==> src/rtl/axi_stream_slv_if.sv <==
// Framed stream input plus the random-access read port of the ping-pong frame buffer.
// The master side is the producer/consumer pair; the slave side is the receiver.
interface axi_stream_slv_if #(
    parameter int DATA_WIDTH = 64,
    parameter int AW         = 2
);
    logic                  vld;
    logic                  sof;
    logic                  eof;
    logic [DATA_WIDTH-1:0] din;
    logic                  frm_rdy;
    logic [AW-1:0]         rd_addr;
    logic [DATA_WIDTH-1:0] rd_data;
    logic                  frm_ack;

    modport master (
        output vld, sof, eof, din, rd_addr, frm_ack,
        input  frm_rdy, rd_data
    );

    modport slave (
        input  vld, sof, eof, din, rd_addr, frm_ack,
        output frm_rdy, rd_data
    );
endinterface

==> src/rtl/axi_stream_slv.sv <==
// Receives fixed-length sof/eof framed words into a two-bank ping-pong buffer and
// exposes each committed frame through a registered random-access read port.
module axi_stream_slv #(
    parameter int DATA_WIDTH  = 64,
    parameter int FRAME_WORDS = 4,
    parameter int CNT_WIDTH   = 16
) (
    input  logic                 clk,
    input  logic                 rst,
    axi_stream_slv_if.slave      s,
    output logic                 err_sof,
    output logic                 err_len,
    output logic                 err_ovf,
    output logic [CNT_WIDTH-1:0] frm_cnt
);
    localparam int AW  = (FRAME_WORDS > 1) ? $clog2(FRAME_WORDS) : 1;
    localparam int WCW = $clog2(FRAME_WORDS + 1);

    typedef enum logic [1:0] {IDLE, RECV, DROP} state_t;

    state_t                state_reg, state_next;
    logic [WCW-1:0]        wcnt_reg, wcnt_next, wcnt_inc;
    logic                  wr_bank_reg, rd_bank_reg;
    logic                  full_reg [2];
    logic [CNT_WIDTH-1:0]  frm_cnt_reg;
    logic                  err_sof_reg, err_len_reg, err_ovf_reg;
    logic                  err_sof_next, err_len_next, err_ovf_next;
    logic [DATA_WIDTH-1:0] rd_data_reg;
    logic                  we, commit, ack, frm_rdy;
    logic [AW-1:0]         waddr;

    logic [DATA_WIDTH-1:0] mem [0:(2 << AW) - 1];

    assign wcnt_inc = wcnt_reg + WCW'(1);
    assign frm_rdy  = full_reg[rd_bank_reg];
    assign ack      = s.frm_ack && frm_rdy;

    always_comb begin
        state_next   = state_reg;
        wcnt_next    = wcnt_reg;
        we           = 1'b0;
        waddr        = wcnt_reg[AW-1:0];
        commit       = 1'b0;
        err_sof_next = 1'b0;
        err_len_next = 1'b0;
        err_ovf_next = 1'b0;
        if (s.vld) begin
            if (s.sof && state_reg == RECV)
                err_sof_next = 1'b1;
            if (s.sof && state_reg != RECV && full_reg[wr_bank_reg]) begin
                err_ovf_next = 1'b1;
                state_next   = s.eof ? IDLE : DROP;
            end else if (s.sof) begin
                // New frame (or restart): word 0 always lands in the free write bank
                we         = 1'b1;
                waddr      = '0;
                wcnt_next  = WCW'(1);
                state_next = RECV;
                if (s.eof) begin
                    state_next = IDLE;
                    if (FRAME_WORDS == 1)
                        commit = 1'b1;
                    else
                        err_len_next = 1'b1;
                end
            end else begin
                case (state_reg)
                    RECV: begin
                        if (s.eof) begin
                            state_next = IDLE;
                            if (wcnt_inc == WCW'(FRAME_WORDS)) begin
                                we     = 1'b1;
                                commit = 1'b1;
                            end else begin
                                err_len_next = 1'b1;
                            end
                        end else if (wcnt_reg < WCW'(FRAME_WORDS)) begin
                            we        = 1'b1;
                            wcnt_next = wcnt_inc;
                        end else begin
                            err_len_next = 1'b1;
                            state_next   = DROP;
                        end
                    end
                    DROP: begin
                        if (s.eof)
                            state_next = IDLE;
                    end
                    default: err_sof_next = 1'b1;
                endcase
            end
        end
    end

    always_ff @(posedge clk or negedge rst) begin
        if (!rst) begin
            state_reg   <= IDLE;
            wcnt_reg    <= '0;
            wr_bank_reg <= 1'b0;
            rd_bank_reg <= 1'b0;
            frm_cnt_reg <= '0;
            err_sof_reg <= 1'b0;
            err_len_reg <= 1'b0;
            err_ovf_reg <= 1'b0;
        end else begin
            state_reg   <= state_next;
            wcnt_reg    <= wcnt_next;
            err_sof_reg <= err_sof_next;
            err_len_reg <= err_len_next;
            err_ovf_reg <= err_ovf_next;
            if (commit) begin
                wr_bank_reg <= ~wr_bank_reg;
                frm_cnt_reg <= frm_cnt_reg + CNT_WIDTH'(1);
            end
            if (ack)
                rd_bank_reg <= ~rd_bank_reg;
        end
    end

    // Commit and ack always target different banks, so each flag sees at most one
    for (genvar gi = 0; gi < 2; gi++) begin : g_bank
        always_ff @(posedge clk or negedge rst) begin
            if (!rst)
                full_reg[gi] <= 1'b0;
            else if (commit && wr_bank_reg == 1'(gi))
                full_reg[gi] <= 1'b1;
            else if (ack && rd_bank_reg == 1'(gi))
                full_reg[gi] <= 1'b0;
        end
    end

    always_ff @(posedge clk) begin
        if (we)
            mem[{wr_bank_reg, waddr}] <= s.din;
    end

    always_ff @(posedge clk or negedge rst) begin
        if (!rst)
            rd_data_reg <= '0;
        else if (frm_rdy)
            rd_data_reg <= mem[{rd_bank_reg, s.rd_addr}];
    end

    assign s.frm_rdy = frm_rdy;
    assign s.rd_data = rd_data_reg;
    assign err_sof   = err_sof_reg;
    assign err_len   = err_len_reg;
    assign err_ovf   = err_ovf_reg;
    assign frm_cnt   = frm_cnt_reg;
endmodule

==> src/flat_wrapper.sv <==
// flat-port wrapper written by rule: the top's interface ports become plain ports
module axi_stream_slv_flat 
#(
    parameter int DATA_WIDTH  = 64,
    parameter int FRAME_WORDS = 4,
    parameter int CNT_WIDTH   = 16
)
  (clk, rst, err_sof, err_len, err_ovf, frm_cnt, s_vld, s_sof, s_eof, s_din, s_rd_addr, s_frm_ack, s_frm_rdy, s_rd_data);
  axi_stream_slv_if #(.DATA_WIDTH(DATA_WIDTH), .AW((2))) s_i ();
  input  logic clk;
  input  logic rst;
  output logic err_sof;
  output logic err_len;
  output logic err_ovf;
  output logic [CNT_WIDTH-1:0] frm_cnt;
  input wire logic [$bits(s_i.vld)-1:0] s_vld;
  input wire logic [$bits(s_i.sof)-1:0] s_sof;
  input wire logic [$bits(s_i.eof)-1:0] s_eof;
  input wire logic [$bits(s_i.din)-1:0] s_din;
  input wire logic [$bits(s_i.rd_addr)-1:0] s_rd_addr;
  input wire logic [$bits(s_i.frm_ack)-1:0] s_frm_ack;
  output wire logic [$bits(s_i.frm_rdy)-1:0] s_frm_rdy;
  output wire logic [$bits(s_i.rd_data)-1:0] s_rd_data;
  assign s_i.vld = s_vld;
  assign s_i.sof = s_sof;
  assign s_i.eof = s_eof;
  assign s_i.din = s_din;
  assign s_i.rd_addr = s_rd_addr;
  assign s_i.frm_ack = s_frm_ack;
  assign s_frm_rdy = s_i.frm_rdy;
  assign s_rd_data = s_i.rd_data;
  axi_stream_slv #(.DATA_WIDTH(DATA_WIDTH), .FRAME_WORDS(FRAME_WORDS), .CNT_WIDTH(CNT_WIDTH)) u_core (.clk(clk), .rst(rst), .s(s_i), .err_sof(err_sof), .err_len(err_len), .err_ovf(err_ovf), .frm_cnt(frm_cnt));
endmodule
==> config.mk <==
export PLATFORM = sky130hd
export DESIGN_NAME = axi_stream_slv_flat
export DESIGN_NICKNAME = d
export VERILOG_FILES = /design/src/rtl/axi_stream_slv_if.sv /design/src/rtl/axi_stream_slv.sv /design/src/flat_wrapper.sv
export SDC_FILE = /design/constraint.sdc
export NUM_CORES = 1
export LEC_CHECK = 0
export BUFFER_PORTS_ARGS = -buffer_cell sky130_fd_sc_hd__buf_4
export CAP_MARGIN = 20
export CORE_MARGIN = 8
export CORE_UTILIZATION = 30
export DETAILED_ROUTE_END_ITERATION = 7
export PLACE_DENSITY = 0.47
export SLEW_MARGIN = 5
export SYNTH_ARGS = -nofsm -noshare
export SYNTH_HDL_FRONTEND = slang
export SYNTH_SLANG_ARGS = --single-unit
==> constraint.sdc <==
create_clock -name clk -period 8.8 [get_ports clk]
set_input_delay 0.44 -clock clk [delete_from_list [all_inputs] [get_ports clk]]
set_output_delay 0.44 -clock clk [all_outputs]
set_load 0.01 [all_outputs]
* Yosys cells after proc, flatten, opt, wreduce, memory -nomap -nowiden *
Memories as Yosys holds them, arrays and structs flattened. A register that Yosys moved wholly into a read port is not among the register bits.
Index checks and enable logic that the tools add are counted.

operators by class
  $add $sub $neg = 2
  $lt $le $gt $ge = 3
  equality and inequality tests = 7
  muxes and demuxes = 54
  bitwise logic cells = 5
  reduce and logical (&&, ||, !) cells = 17

operators with widths
  operator                                                                  number
  1-bit two-way mux                                                         40
  2-bit two-way mux                                                         9
  16-bit by 1-bit adder with 16-bit output (second input constant)          1
  3-bit two-way mux                                                         4
  1-bit logical AND                                                         8
  2-bit nonzero test                                                        4
  5-bit inequality test (second input constant)                             1
  5-bit AND reduction                                                       1
  2-bit greater-or-equal comparator (second input constant)                 2
  4-bit by 3-bit inequality test with 1-bit output (second input constant)  1
  1-bit NOT with 2-bit output                                               2
  2-bit one-hot mux with 2 select lines                                     1
  4-bit AND reduction                                                       1
  4-bit nonzero test                                                        1
  3-bit by 1-bit adder with 3-bit output (second input constant)            1
  3-bit equality test (second input constant)                               1
  3-bit < comparator (second input constant)                                1
  1-bit NOT                                                                 3
  2-bit by 1-bit equality test with 1-bit output (second input constant)    1
  2-bit equality test (second input constant)                               1
  2-bit by 1-bit inequality test with 1-bit output (second input constant)  1
  2-bit inequality test (second input constant)                             1
  2-bit OR reduction                                                        1
  1-bit zero test                                                           1

storage, ports and cells
  register bits after elaboration = 28
  RAM bits = 512
  output and inout bits = 84
  memories = 1

memories
  memory      depth  width  rd ports  clocked after memory_dff  write ports  RTL line              text
  u_core.mem  8      64     1         1                         1            axi_stream_slv.sv:32  logic [DATA_WIDTH-1:0] mem [0:(2 << AW) - 1];

* Logic depth before layout (Yosys ltp) *
  word-level depth = 10
  mapped depth = 7
  gate-level depth less buffers = 6

* Worst setup path after synthesis *
OpenSTA, ideal clock, no wires.

  path type = register to register
  start point = register u_core.wcnt_reg[1]
  end point = memory u_core.mem[6][0], enable pin
  library setup time = 0.667 ns
  data arrival time = 7.796 ns
  data required time = 8.133 ns
  setup slack = 0.336 ns
  stages on the path, launching flop included = 7
  buffers on the path = 0
  cell sequence = dfrtp_1 -> ha_1 -> ha_1 -> nand2_2 -> o21ai_0 -> nand4_1 -> nor4b_1

between the ends
  cells in the longest elaborated chain, start to end = 10

ends and longest elaborated chain
  element                                  RTL line               text
  start: declaration                       axi_stream_slv.sv:22   logic [WCW-1:0] wcnt_reg, wcnt_next, wcnt_inc;
  start signal: assignment                 axi_stream_slv.sv:107  wcnt_reg <= wcnt_next;
  3-bit by 1-bit adder with 3-bit output   axi_stream_slv.sv:34   assign wcnt_inc = wcnt_reg + WCW'(1);
  3-bit equality test                      axi_stream_slv.sv:71   if (wcnt_inc == WCW'(FRAME_WORDS)) begin
  1-bit two-way mux                        axi_stream_slv.sv:71
  1-bit two-way mux                        axi_stream_slv.sv:69   if (s.eof) begin
  1-bit two-way mux                        axi_stream_slv.sv:67   case (state_reg)
  1-bit two-way mux                        axi_stream_slv.sv:53   end else if (s.sof) begin
  1-bit two-way mux                        axi_stream_slv.sv:50   if (s.sof && state_reg != RECV && full_reg[wr_bank_reg]) begin
  1-bit two-way mux                        axi_stream_slv.sv:47   if (s.vld) begin
  1-bit two-way mux                        axi_stream_slv.sv:133  if (we)
  1-bit two-way mux (not written as such)  axi_stream_slv.sv:134  mem[{wr_bank_reg, waddr}] <= s.din;
  end: declaration                         axi_stream_slv.sv:32

Parallel ways exist; a longest one is shown, timed or not.

* Worst setup path in the final report *
  start point = register u_core.rd_bank_reg
  end point = output port s_frm_rdy

between the ends
  cells in the longest elaborated chain, start to end = 4

ends and longest elaborated chain
  element                                                RTL line               text
  start: declaration                                     axi_stream_slv.sv:23   logic wr_bank_reg, rd_bank_reg;
  start signal: assignment                               axi_stream_slv.sv:116  rd_bank_reg <= ~rd_bank_reg;
  1-bit NOT with 2-bit output (not written as such)      axi_stream_slv.sv:35   assign frm_rdy = full_reg[rd_bank_reg];
  1-bit two-way mux (not written as such) (3 in series)  axi_stream_slv.sv:35
  end: declaration                                       flat_wrapper.sv:22     output wire logic [$bits(s_i.frm_rdy)-1:0] s_frm_rdy;

No other way between the ends. The select of a mux whose other input is x is not followed.

==> impl_metrics.toml <==
[logic_synthesis]
synth_cell_types = 40
syn_avg_cell_area_sq_um = 20.64
syn_area_sq_um = 22580
synth_nets = 1171
synth_top_family_by_area = "multiplexers"
ys_seq_area_share_pct = 78.28
ys.warnings.count = 0
synth_seq_cells = 604
synth.largest_area_cell = "edfxtp_1"
synth_cells = 1094
synth-main-ff-cell = "edfxtp_1"
synth_compound_area_share_pct = 2.682
yosysTopAreaCellShare_pct = 68.09
yosysMostFrequentCell = "edfxtp_1"
synth_mux_area_share_pct = 12.95
synth_fa_ha_area_share_pct = 0.2771
yosys-top-cells-count = "512 x edfxtp_1, 137 x nand2_1, 128 x mux4_2, 92 x dfrtp_1, 64 x a22oi_1"
synthArstFlopShare_pct = 15.23
synthSimpleGateAreaFrac_pct = 3.713
yosys-top-cells-area = "edfxtp_1 68%, mux4_2 13%, dfrtp_1 10%"
synth_xor_area_share_pct = 0.6206
synth_edf_count = 512

[timing]
period_share_pct = 38.14
drv_slew = 0
rsz0062_at_grt = "no"
finalCriticalPeriod_ns = 3.356
setup_tns_ns = 0
hold_viol = 0
skew_ns = 0.02055
setup_viol = 0
max_freq_ghz = 0.2979
slew_headroom_pct = 33.94
worst_pin_slew_ns = 0.9910

[power]
p_leak_nw = 9.210
pwr_density_cell_nw_per_um2 = 257.4
ir_drop_mv = 0.1258

[finish]
seq_area_sq_um = 17680
largest_reg_flops = 512
layout.nets = 1364
multi_input_area_sq_um = 4634
drive_gt1_share_pct = 31.27
area_delta_synth_final_pct = 19.67
final_area_sq_um = 27020
fillers = 6888

[placement]
routabilityCongestion = 0.7129
postPlaceCellArea_sq_um = 24900
dp_hpwl_um = 29460
io_buffers = 155

[setup_path]
critPathLaunch = "u_core.rd_bank_reg"
regToRegEndpoint = "u_core.mem[6][5]"
cp_slowest_stage_delay_ns = 0.74
reg2reg_depth = 8
startpoint_type = "flip-flop"
path_cells = "and2_4, nor2_4, buf_4, inv_1, buf_4"
timing.rr.start = "u_core.wcnt_reg[0]"
path_common_cell = "buf_4"
worst-setup-path-type = "flip-flop to output pin"
crit_arrival_ns = 2.92
r2r_slack_ns = 5.45
crit_path_end_kind = "output pin"
crit_fanout = 48
required_ns = 8.36
cp_slowest_cell = "buf_4"

[routing]
wirelength_um = 53910
drcViolationCount = 0
via_per_inst = 4.745
firstDrtPassIters = 5
num_vias = 10970
routedWlPerCell_um = 23.32
ant_nets = 0
drt-initial-drc-count = 751

[grt]
antenna_found_initial = 8
grt.total_usage_pct = 12.68
grt_pass1_vias = 11830
grt_pass1_wl_um = 80140
grt_max_degree = 68
overflow = 0

[floorplan]
std_cell_rows = 100
initial_core_util_pct = 30.33
pin_count = 156
die_x_um = 290.4
die_area_sq_um = 84300
core-area_sq_um = 74450
die_h_um = 290.4

[hold_path]
worstHoldStart = "s_din[57]"
min_path_cells = 1
hold_path_class = "input port to flip-flop"
min_to = "u_core.mem[7][57]"

[cts]
path_clk_slew_ns = 0.06
clock_path_buffers = 3
post-cts-setup-buffers = 0
cts-root-buf = "clkbuf_16"
cts_num_sinks = 604
clock_latency_ns = 0.60
numCtsBuffers = 67
htree_levels = 3
cts_tree = "yes"

[status]
outcome = "finished clean"

[job]
drv_cap = 0
## through the flow
step	utilization, %	cells	setup slack (ns)	total power [W]	hold slack [ns]
finish	36.30	2312	5.444	0.006955	0.07594
global route	36.29	2310	5.184	0.007265	0.05201
CTS	36.29	2309	5.230	0.007079	0.03116
detailed placement	33.45	2186	5.421	0.004359	0.4642
global placement	33.45	2186	5.360	0.004353	0.4629
floorplan	-	1094	0.3365	0.003892	0.1444
## cell usage in the layout (no fill, tap or decap), types with 2 or more instances in the layout
cell type / count
a21oi_1: 7
o21ai_0: 7
and2_4: 2
clkinvlp_4: 5
nor4_4: 2
clkbuf_16: 68
dfrtp_1: 92
buf_4: 175
mux2i_1: 3
a22oi_1: 64
and2_1: 4
clkbuf_1: 18
bufinv_16: 3
ha_1: 5
nor3_2: 3
nor2_4: 2
inv_6: 5
nor2b_1: 5
and3_1: 2
clkbuf_8: 5
nor2_1: 7
nand4_1: 7
xor2_1: 4
mux4_2: 128
inv_1: 9
nand2_1: 137
clkinv_2: 10
diode_2: 3
nor2b_4: 2
nand3_1: 7
clkinv_1: 7
edfxtp_1: 512
xnor2_1: 12
nor4_2: 2
## critical path: cells and delay by family, from the launching register on
family,cells,cell delay [ns]
buf+inv,3,1.01
flops,1,0.45
simple gates,2,0.81
## kinds of logic after synthesis
logic type,after synthesis
DFF,604
and+or+nand+nor,188
muxes,132
AOI/OAI and AO/OA,85
buffers and inverters,64
xor gates and xnor gates,16
adders and majority gates,5
## area by class of cell
class | instances | area share [%]
inverters | 10 | 0.1389
clock buffers | 91 | 6.802
multi-input cells | 426 | 17.15
repair buffers | 178 | 4.996
diodes | 3 | 0.02778
flip-flops and latches | 604 | 65.42
well taps | 969 | 4.487
clock inverters | 31 | 0.9770
## worst max-delay path by stage
| stage | endpoint | slack (ns) |
|---|---|---|
| 2_1_floorplan | u_core.mem[6][0] | 0.34 |
| 3_3_place_gp | u_core.mem[6][4] | 5.36 |
| 3_5_place_dp | u_core.mem[6][61] | 5.42 |
| 4_1_cts | s_frm_rdy | 5.23 |
| 5_1_grt | s_frm_rdy | 5.18 |
| 6_report | s_frm_rdy | 5.44 |
## power breakdown
group,switching [W],total (W),internal [W]
Clock,0.00112,0.00268,0.00156
Sequential,0.000152,0.00351,0.00336
Combinational,0.000407,0.000762,0.000355
## routing by layer
| layer | up-vias | GRT usage (%) | wire length [um] |
|---|---|---|---|
| met5 | - | 0 | 73 |
| met4 | 10 | 3.528 | 799 |
| met3 | 62 | 3.268 | 2842 |
| met2 | 228 | 20.38 | 25980 |
| met1 | 5864 | 16.96 | 24220 |
| li1 | 4806 | - | - |
## timing repair
item	in CTS	in global routing
hold buffers	1	0
endpoints found under the hold margin	31	0
resized for setup	0	0
(Power assumes the default switching activity.)
